==> config.mk <==
export PLATFORM = sky130hd
export DESIGN_NAME = multi_btn_filter
export DESIGN_NICKNAME = d
export VERILOG_FILES = /design/src/rtl/btn_filter_pkg.sv /design/src/rtl/btn_filter_chan.sv /design/src/rtl/multi_btn_filter.sv
export SDC_FILE = /design/constraint.sdc
export NUM_CORES = 1
export LEC_CHECK = 0
export BUFFER_PORTS_ARGS = -buffer_cell sky130_fd_sc_hd__buf_2
export CORE_MARGIN = 2
export CORE_UTILIZATION = 25
export CTS_BUF_LIST = sky130_fd_sc_hd__clkbuf_4 sky130_fd_sc_hd__clkbuf_8
export DETAILED_ROUTE_END_ITERATION = 8
export GPL_ROUTABILITY_DRIVEN = 0
export GPL_TIMING_DRIVEN = 0
export HOLD_SLACK_MARGIN = 0.02
export RECOVER_POWER = 25
export SYNTH_ARGS = -nofsm -noshare
export SYNTH_HDL_FRONTEND = slang
export SYNTH_SLANG_ARGS = --single-unit
==> constraint.sdc <==
create_clock -name clockSource -period 3.86 [get_ports clockSource]
set_clock_uncertainty 0.15 [all_clocks]
set_input_delay 0.772 -clock clockSource [delete_from_list [all_inputs] [get_ports clockSource]]
set_output_delay 0.772 -clock clockSource [all_outputs]
set_load 0.05 [all_outputs]
==> src/rtl/btn_filter_pkg.sv <==
// Shared constants and helpers for the push-button filter family.
package btn_filter_pkg;

    localparam int unsigned BTN_DEBOUNCE_DEFAULT = 10000;
    localparam int unsigned BTN_LONG_DEFAULT     = 1000000;
    localparam logic        BTN_PRESSED          = 1'b1;

    // Bits needed to hold 0..max_count; never less than one.
    function automatic int unsigned cnt_width(input int unsigned max_count);
        return (max_count < 1) ? 1 : $clog2(max_count + 1);
    endfunction

endpackage

==> src/rtl/btn_filter_chan.sv <==
// One debounce channel: 2-flop synchroniser, stable counter, level and edge pulses.
// Optional hold counter for long-press detection under MULTI_BTN_FILTER_LONG_PRESS_EN.
module btn_filter_chan
    import btn_filter_pkg::*;
#(
    parameter int unsigned DEBOUNCE_CYCLES = BTN_DEBOUNCE_DEFAULT,
    parameter int unsigned LONG_CYCLES     = BTN_LONG_DEFAULT
) (
    input  logic clk_i,
    input  logic rst_i,
    input  logic raw_i,
    output logic state_o,
    output logic press_o,
    output logic release_o,
    output logic long_o
);

    if (DEBOUNCE_CYCLES < 1) begin : g_bad_debounce
        $error("DEBOUNCE_CYCLES must be at least 1");
    end
    if (LONG_CYCLES < 1) begin : g_bad_long
        $error("LONG_CYCLES must be at least 1");
    end

    localparam int unsigned     CntW   = cnt_width(DEBOUNCE_CYCLES);
    localparam logic [CntW-1:0] CntMax = CntW'(DEBOUNCE_CYCLES - 1);

    logic            sync0_q;
    logic            sync_q;
    logic [CntW-1:0] cnt_q;
    logic [CntW-1:0] cnt_d;
    logic            state_q;
    logic            state_d;
    logic            accept;
    logic            press_q;
    logic            release_q;

    // Any cycle where the synchronised level matches the accepted one restarts the window.
    always_comb begin
        cnt_d   = cnt_q;
        state_d = state_q;
        accept  = 1'b0;
        if (sync_q == state_q) begin
            cnt_d = '0;
        end else if (cnt_q == CntMax) begin
            accept  = 1'b1;
            state_d = ~state_q;
            cnt_d   = '0;
        end else begin
            cnt_d = cnt_q + 1'b1;
        end
    end

    always_ff @(posedge clk_i or posedge rst_i) begin
        if (rst_i) begin
            sync0_q   <= 1'b0;
            sync_q    <= 1'b0;
            cnt_q     <= '0;
            state_q   <= 1'b0;
            press_q   <= 1'b0;
            release_q <= 1'b0;
        end else begin
            sync0_q   <= raw_i;
            sync_q    <= sync0_q;
            cnt_q     <= cnt_d;
            state_q   <= state_d;
            press_q   <= accept && (state_d == BTN_PRESSED);
            release_q <= accept && (state_d != BTN_PRESSED);
        end
    end

    assign state_o   = state_q;
    assign press_o   = press_q;
    assign release_o = release_q;

`ifdef MULTI_BTN_FILTER_LONG_PRESS_EN
    localparam int unsigned      HoldW   = cnt_width(LONG_CYCLES);
    localparam logic [HoldW-1:0] HoldMax = HoldW'(LONG_CYCLES);

    logic [HoldW-1:0] hold_q;
    logic [HoldW-1:0] hold_d;
    logic             long_q;
    logic             long_d;

    // Saturating at HoldMax is what limits the pulse to once per press.
    always_comb begin
        hold_d = hold_q;
        long_d = 1'b0;
        if (state_q != BTN_PRESSED) begin
            hold_d = '0;
        end else if (hold_q != HoldMax) begin
            hold_d = hold_q + 1'b1;
            long_d = (hold_d == HoldMax);
        end
    end

    always_ff @(posedge clk_i or posedge rst_i) begin
        if (rst_i) begin
            hold_q <= '0;
            long_q <= 1'b0;
        end else begin
            hold_q <= hold_d;
            long_q <= long_d;
        end
    end

    assign long_o = long_q;
`else
    assign long_o = 1'b0;
`endif

endmodule

==> src/rtl/multi_btn_filter.sv <==
// N-channel push-button debouncer built from independent btn_filter_chan slices.
// Long-press pulses are compiled in only when MULTI_BTN_FILTER_LONG_PRESS_EN is defined.
module multi_btn_filter
    import btn_filter_pkg::*;
#(
    parameter int unsigned N_CH            = 4,
    parameter int unsigned DEBOUNCE_CYCLES = BTN_DEBOUNCE_DEFAULT,
    parameter int unsigned LONG_CYCLES     = BTN_LONG_DEFAULT
) (
    input  logic            clockSource,
    input  logic            reset,
    input  logic [N_CH-1:0] rawButton,
    output logic [N_CH-1:0] currentState,
    output logic [N_CH-1:0] pressPulse,
    output logic [N_CH-1:0] releasePulse,
    output logic [N_CH-1:0] longPress
);

    if (N_CH < 1 || N_CH > 32) begin : g_bad_nch
        $error("N_CH must be in 1..32");
    end

    for (genvar i = 0; i < N_CH; i++) begin : g_chan
        btn_filter_chan #(
            .DEBOUNCE_CYCLES(DEBOUNCE_CYCLES),
            .LONG_CYCLES    (LONG_CYCLES)
        ) u_chan (
            .clk_i    (clockSource),
            .rst_i    (reset),
            .raw_i    (rawButton[i]),
            .state_o  (currentState[i]),
            .press_o  (pressPulse[i]),
            .release_o(releasePulse[i]),
            .long_o   (longPress[i])
        );
    end

endmodule

==> results of run 1 <==
## per-stage QoR
stage,total power (uW),std cells,utilization (%),hold slack [ps],setup slack (ps)
CTS,1589,547,29.60,204.8,1684
finish,1556,547,29.42,202.0,1404
floorplan,888.5,333,-,181.2,999.7
detailed placement,911.1,531,28.01,187.8,1688
global route,1634,547,29.42,208.4,925.5
global placement,904.2,530,27.79,184.6,29.38
## final timing paths
kind	start	to	slack [ps]	depth (start not counted)
max in group clockSource	g_chan[2].u_chan.cnt_q[6]$_DFF_PP0_	g_chan[2].u_chan.cnt_q[9]$_DFF_PP0_	1700	5
hold / removal	g_chan[3].u_chan.sync0_q$_DFF_PP0_	g_chan[3].u_chan.sync_q$_DFF_PP0_	200	0
setup reg to reg	g_chan[2].u_chan.cnt_q[6]$_DFF_PP0_	g_chan[2].u_chan.cnt_q[9]$_DFF_PP0_	1700	5
min in group asynchronous	reset	g_chan[1].u_chan.release_o$_DFF_PP0_	500	2
hold reg to reg	g_chan[3].u_chan.sync0_q$_DFF_PP0_	g_chan[3].u_chan.sync_q$_DFF_PP0_	200	0
setup / recovery	reset	g_chan[0].u_chan.cnt_q[3]$_DFF_PP0_	1400	3
## state kept, by name (all words and copies together), names as in the netlist
signal and flops:
g_chan.u_chan.sync0_q 4, g_chan.u_chan.press_o 4, g_chan.u_chan.state_o 4, g_chan.u_chan.release_o 4, g_chan.u_chan.cnt_q 56, g_chan.u_chan.sync_q 4
## metal layers
metal  up-vias  share of wire, %  track usage, %
li1       1142                 -               -
met2        27                45           13.02
met5         -                 0               0
met3         8               3.6           2.649
met4         0               2.0           5.388
met1      1085                50           11.81
## final cells by class
| type | instances | share of cell area [%] |
|---|---|---|
| Clock buffer | 10 | 3.230 |
| Tap cell | 180 | 5.537 |
| Clock inverter | 6 | 2.184 |
| Timing Repair Buffer | 18 | 2.184 |
| Inverter | 9 | 0.8613 |
| Buffer | 20 | 4.060 |
| Multi-Input combinational cell | 228 | 35.19 |
| Sequential cell | 76 | 46.75 |
## cells in the final DEF, fill, tap and decap left out, drive strengths merged, types with 8 or more instances in the layout
cell type / synthesis / routed
nor3: 16 / 16
nor3b: 8 / 8
buf: 20 / 36
nor2: 68 / 68
nand4: 12 / 12
clkbuf: 0 / 12
dfrtp: 76 / 76
inv: 9 / 8
nand2: 16 / 16
xnor2: 44 / 44
ha: 8 / 8
nand3: 20 / 20
xor2: 8 / 8
## worst register-to-register path: cells and delay by family, from the launching register on
| kind | cells | cell delay [ps] |
|---|---|---|
| flip-flops | 1 | 430 |
| buffers and inverters | 1 | 150 |
| AND/OR/NAND/NOR | 4 | 1310 |
## cell families (layout without fill, tap and decap cells)
group	Yosys count	count (layout)	synth area share, %
and+or+nand+nor	160	160	22.74
buffers and inverters	29	63	5.650
muxes	4	4	1.706
adders and majority gates	8	8	2.843
other	1	4	0.1065
xor gates and xnor gates	52	52	12.94
DFF	76	76	54.02
## power groups by stage
stage | logic [uW] | clock network [uW] | registers [uW]
global placement | 63.1 | 0 | 841
floorplan | 50.6 | 0 | 838
finish | 63.2 | 667 | 826
global route | 73.4 | 732 | 829
detailed placement | 69.3 | 0 | 842
CTS | 68.9 | 694 | 826
==> flow_metrics.env, run 1 <==
export IMPL_required_ps=4000
export IMPL_multi_input_area_um2=1431
export IMPL_cp_start_kind="input pin"
export IMPL_pwr_share_seq_pct=53.1
export IMPL_leakage_uw=0.001747
export IMPL_cellPowerDensity_nw_per_um2=382.6
export IMPL_grt_max_degree=49
export IMPL_die_y_um=122.7
export IMPL_initial_core_util_pct=25.46
export IMPL_drv_cap=0
export IMPL_drt_iter0_drc=98
export IMPL_setup_violations=0
export IMPL_async_flop_share_pct=100.0
export IMPL_num_antenna_cells=0
export IMPL_synth_area_top_cells="dfrtp_1 54%, xnor2_1 11%, nor2_1 7.2%"
export IMPL_grt_pass1_wl_mm=10.46
export IMPL_post_route_period_util_pct=63.63
export IMPL_worst_pin_slew_ps=1259
export IMPL_synthFlopType="dfrtp_1"
export IMPL_drive_gt1_share_pct=17.98
export IMPL_fmax_ghz=0.4071
export IMPL_ys_ff_latch=76
export IMPL_cpMaxStageDelayCell="clkbuf_2"
export IMPL_portBuffers=17
export IMPL_cts_buffers_inserted=9
export IMPL_die_w_um=122.7
export IMPL_dp_hpwl_mm=4.089
export IMPL_pin_count=22
export IMPL_track_usage_pct=8.994
export IMPL_synth_top_cell_area_share_pct=54.02
export IMPL_syn_inst=330
export IMPL_clkPwrFrac_pct=42.9
export IMPL_finalHoldViolCount=0
export IMPL_setup_tns_ps=0
export IMPL_period_minus_slack_ps=2456
export IMPL_wl_mm=5.925
export IMPL_core_area_um2=13830
export IMPL_post_synth_top_count_cell="dfrtp_1"
export IMPL_drtAntennaViolNets=0
export IMPL_ys_seq_area_share_pct=54.02
export IMPL_crit_buf_inv=3
export IMPL_drtPass1Iterations=4
export IMPL_swShare_pct=22.78
export IMPL_fill_cells=1396
export IMPL_slew_headroom_pct=15.58
export IMPL_slew_viol_final=0
export IMPL_drc=0
export IMPL_via_count=2262
export IMPL_crit_type="input pin to async pin"
export IMPL_vias_per_cell=4.135
export IMPL_syn_cell_area_um2=3521
export IMPL_path_clk_slew_ps=70
export IMPL_path_cells="clkbuf_1 > clkinvlp_2 > clkbuf_2"
export IMPL_synth_edf_count=0
export IMPL_ir_worst_vdd_uv=194.5
export IMPL_outcome="finished, final reports clean"
export IMPL_post_dp_cell_area_um2=3872
export IMPL_ys_types=21
export IMPL_fin_area_um2=4068
export IMPL_cts_tree="yes"
export IMPL_switchingPower_uw=354.6
export IMPL_die_area_um2=15050
export IMPL_yosysWarnings=0
export IMPL_wl_per_cell_um=10.83
export IMPL_synthTopCellsByCount="76 x dfrtp_1, 68 x nor2_1, 44 x xnor2_1, 20 x nand3_1"
export IMPL_htree_levels=3
export IMPL_p_int_uw=1202
export IMPL_syn_avg_cell_area_um2=10.67
export IMPL_cts_resized=0
export IMPL_grt_pass1_vias=2179
export IMPL_root_buffer="clkbuf_8"
export IMPL_antenna_found_initial=0
export IMPL_synth_top_area_cell="dfrtp_1"
export IMPL_pwr_share_comb_pct=4.1
export IMPL_insertion_delay_ps=350
export IMPL_cts_setup_buffers=0
export IMPL_timing_critical_path_max_delay_family="buffers and inverters"
export IMPL_syn2layout_area_growth_pct=15.53
export IMPL_cp_end_kind="async pin"
export IMPL_cp_max_fo=48
export IMPL_rows=43
export IMPL_rsz0062_at_grt="false"
export IMPL_cts_hold_buf=0
export IMPL_seq_area_um2=1902
export IMPL_cts_path_max_buffers=2
export IMPL_grt_remaining_overflow=0
export IMPL_worst_endpoint_arrival_ps=2600
export IMPL_hold_class="flop to flop"
export IMPL_fin_nets=376
export IMPL_slowest_delay_ps=1010
export IMPL_clock_sinks=76
Power figures use the tool's default switching activity.
==> run 2: changes to the inputs <==
Settings changed: ABC_AREA set to 1.
Clock period 3.86 ns to 2.2 ns, I/O delays scaled along.
==> flow_metrics.env, run 2 <==
export IMPL_outcome="finished, final reports clean"
export IMPL_grt_remaining_overflow=0
export IMPL_rows=46
export IMPL_period_minus_slack_ps=1759
export IMPL_layout_commonest_cell="nor2_1"
export IMPL_worst_endpoint_arrival_ps=2090
export IMPL_grt_pass1_vias=2890
export IMPL_ys_ff_latch=76
export IMPL_via_count=2947
export IMPL_dp_hpwl_mm=5.357
export IMPL_synth_area_top_cells="dfrtp_1 48%, nor2_1 10%, nand2_1 7.6%"
export IMPL_post_synth_top_count_cell="nor2_1"
export IMPL_grt_max_degree=33
export IMPL_setup_violations=0
export IMPL_async_flop_share_pct=100.0
export IMPL_fin_nets=532
export IMPL_grt_pass1_wl_mm=13.34
export IMPL_drv_cap=0
export IMPL_cts_path_max_buffers=2
export IMPL_finalHoldViolCount=0
export IMPL_core_area_um2=15770
export IMPL_synthTopCellsByCount="106 x nor2_1, 81 x nand2_1, 76 x dfrtp_1, 54 x inv_1, 27 x nand3_1"
export IMPL_rsz0062_at_grt="false"
export IMPL_cts_setup_buffers=0
export IMPL_portBuffers=17
export IMPL_drtPass1Iterations=4
export IMPL_ir_worst_vdd_uv=275.9
export IMPL_crit_type="input pin to async pin"
export IMPL_wl_mm=7.199
export IMPL_synth_top_cell_area_share_pct=47.62
export IMPL_switchingPower_uw=597.1
export IMPL_track_usage_pct=9.832
export IMPL_cp_end_kind="async pin"
export IMPL_ys_types=28
export IMPL_yosysWarnings=0
export IMPL_seq_area_um2=1902
export IMPL_syn_inst=484
export IMPL_post_route_period_util_pct=79.94
export IMPL_clock_sinks=76
export IMPL_cts_tree="yes"
export IMPL_synthFlopType="dfrtp_1"
export IMPL_layout_common_cells="106 x nor2_1, 81 x nand2_1, 76 x dfrtp_1"
export IMPL_fin_area_um2=4593
export IMPL_drt_iter0_drc=203
export IMPL_cts_buffers_inserted=9
export IMPL_slew_headroom_pct=52.27
export IMPL_fmax_ghz=0.5686
export IMPL_die_y_um=130.4
export IMPL_regMostFlops="g_chan.u_chan.cnt_q"
export IMPL_pwr_share_seq_pct=54.8
export IMPL_drtAntennaViolNets=0
export IMPL_required_ps=2530
export IMPL_vias_per_cell=3.999
export IMPL_ys_seq_area_share_pct=47.62
export IMPL_root_buffer="clkbuf_8"
export IMPL_layout_core_utilization_pct=29.13
export IMPL_die_w_um=130.4
export IMPL_drive_gt1_share_pct=19.00
export IMPL_cellPowerDensity_nw_per_um2=576.3
export IMPL_drc=0
export IMPL_clkPwrFrac_pct=40.2
export IMPL_htree_levels=3
export IMPL_insertion_delay_ps=350
export IMPL_syn_avg_cell_area_um2=8.252
export IMPL_cp_max_fo=32
export IMPL_fill_cells=1718
export IMPL_initial_core_util_pct=25.33
export IMPL_path_clk_slew_ps=70
export IMPL_setup_tns_ps=0
export IMPL_worst_pin_slew_ps=712.1
export IMPL_cts_resized=0
export IMPL_slew_viol_final=0
export IMPL_pwr_share_comb_pct=5.0
export IMPL_p_int_uw=2050
export IMPL_post_dp_cell_area_um2=4404
export IMPL_cp_start_kind="input pin"
export IMPL_leakage_uw=0.002160
export IMPL_die_area_um2=17000
export IMPL_hold_class="input pin to flop"
export IMPL_num_antenna_cells=0
export IMPL_p_total_uw=2647
export IMPL_swShare_pct=22.56
export IMPL_syn_cell_area_um2=3994
export IMPL_wl_per_cell_um=9.768
export IMPL_pin_count=22
export IMPL_synth_edf_count=0
export IMPL_synth_top_area_cell="dfrtp_1"
export IMPL_syn2layout_area_growth_pct=15.01
export IMPL_antenna_found_initial=0
export IMPL_largest_register_ffs=56
export IMPL_multi_input_area_um2=1750
==> run 2: layout make-up <==
class | count | area share, %
buffer | 16 | 2.615
clock buffer | 12 | 3.460
clock inverter | 2 | 0.7627
inverter | 62 | 5.094
multi-input combinational | 333 | 38.11
sequential | 76 | 41.41
tap | 216 | 5.884
timing repair buffer | 20 | 2.670
==> run 2: kinds of logic (layout without fill, tap and decap cells) <==
family                   count (synthesis)  in the layout  synth area share, %
other                                    1              4              0.09389
AO/OA/AOI/OAI                           15             15                2.068
AND/OR/NAND/NOR                        280            280                33.18
buffers and inverters                   78            112                8.835
XOR/XNOR                                26             26                5.702
adder cells (fa/ha/maj)                  8              8                2.506
flip-flops                              76             76                47.62
==> run 2: stage by stage <==
step	hold slack, ps	setup slack [ps]	instances
after floorplan	181.2	756.1	487
after global placement	185.2	170.3	720
after detailed placement	190.4	620.6	722
after CTS	26.73	415.8	737
after global routing	28.30	211.9	737
final	47.79	441.3	737
==> run 2: worst paths after layout <==
check	start	end	slack (ps)	cells past startpoint
setup / recovery	reset	g_chan[2].u_chan.cnt_q[11]$_DFF_PP0_	440	4
hold / removal	rawButton[1]	g_chan[1].u_chan.sync0_q$_DFF_PP0_	50	1
setup reg to reg	g_chan[3].u_chan.cnt_q[0]$_DFF_PP0_	g_chan[3].u_chan.cnt_q[6]$_DFF_PP0_	650	6
hold reg to reg	g_chan[2].u_chan.sync0_q$_DFF_PP0_	g_chan[2].u_chan.sync_q$_DFF_PP0_	200	0
max in group clockSource	g_chan[2].u_chan.state_o$_DFF_PP0_	currentState[2]	460	2
min in group asynchronous	reset	g_chan[0].u_chan.cnt_q[2]$_DFF_PP0_	560	3
==> run 2: power groups by stage <==
stage                     logic, uW  registers [uW]  clock network [uW]
after floorplan                 103            1470                   0
after detailed placement        139            1480                   0
after global placement          129            1480                   0
final                           132            1450                1060
after CTS                       141            1450                1120
after global routing            156            1450                1160
==> run 2: layer usage <==
| metal | share of wire (%) | wire length [um] | global-route usage [%] | vias up |
|---|---|---|---|---|
| li1 | - | - | - | 1559 |
| met3 | 3.6 | 260 | 2.891 | 11 |
| met5 | 0 | 0 | 0 | - |
| met4 | 1.6 | 116 | 3.567 | 0 |
| met2 | 43 | 3128 | 15.21 | 33 |
| met1 | 51 | 3693 | 13.13 | 1344 |
==> run 2: critical path, cell delays in order <==
cell and delay, ps:
dlygate4sd3_1 540, buf_2 120, clkinvlp_2 430, clkbuf_4 540
==> run 2: repair_timing <==
item | in CTS | in global routing
endpoints found under the setup margin | 0 | 0
hold endpoints to repair | 13 | 0
hold buffers | 1 | 0
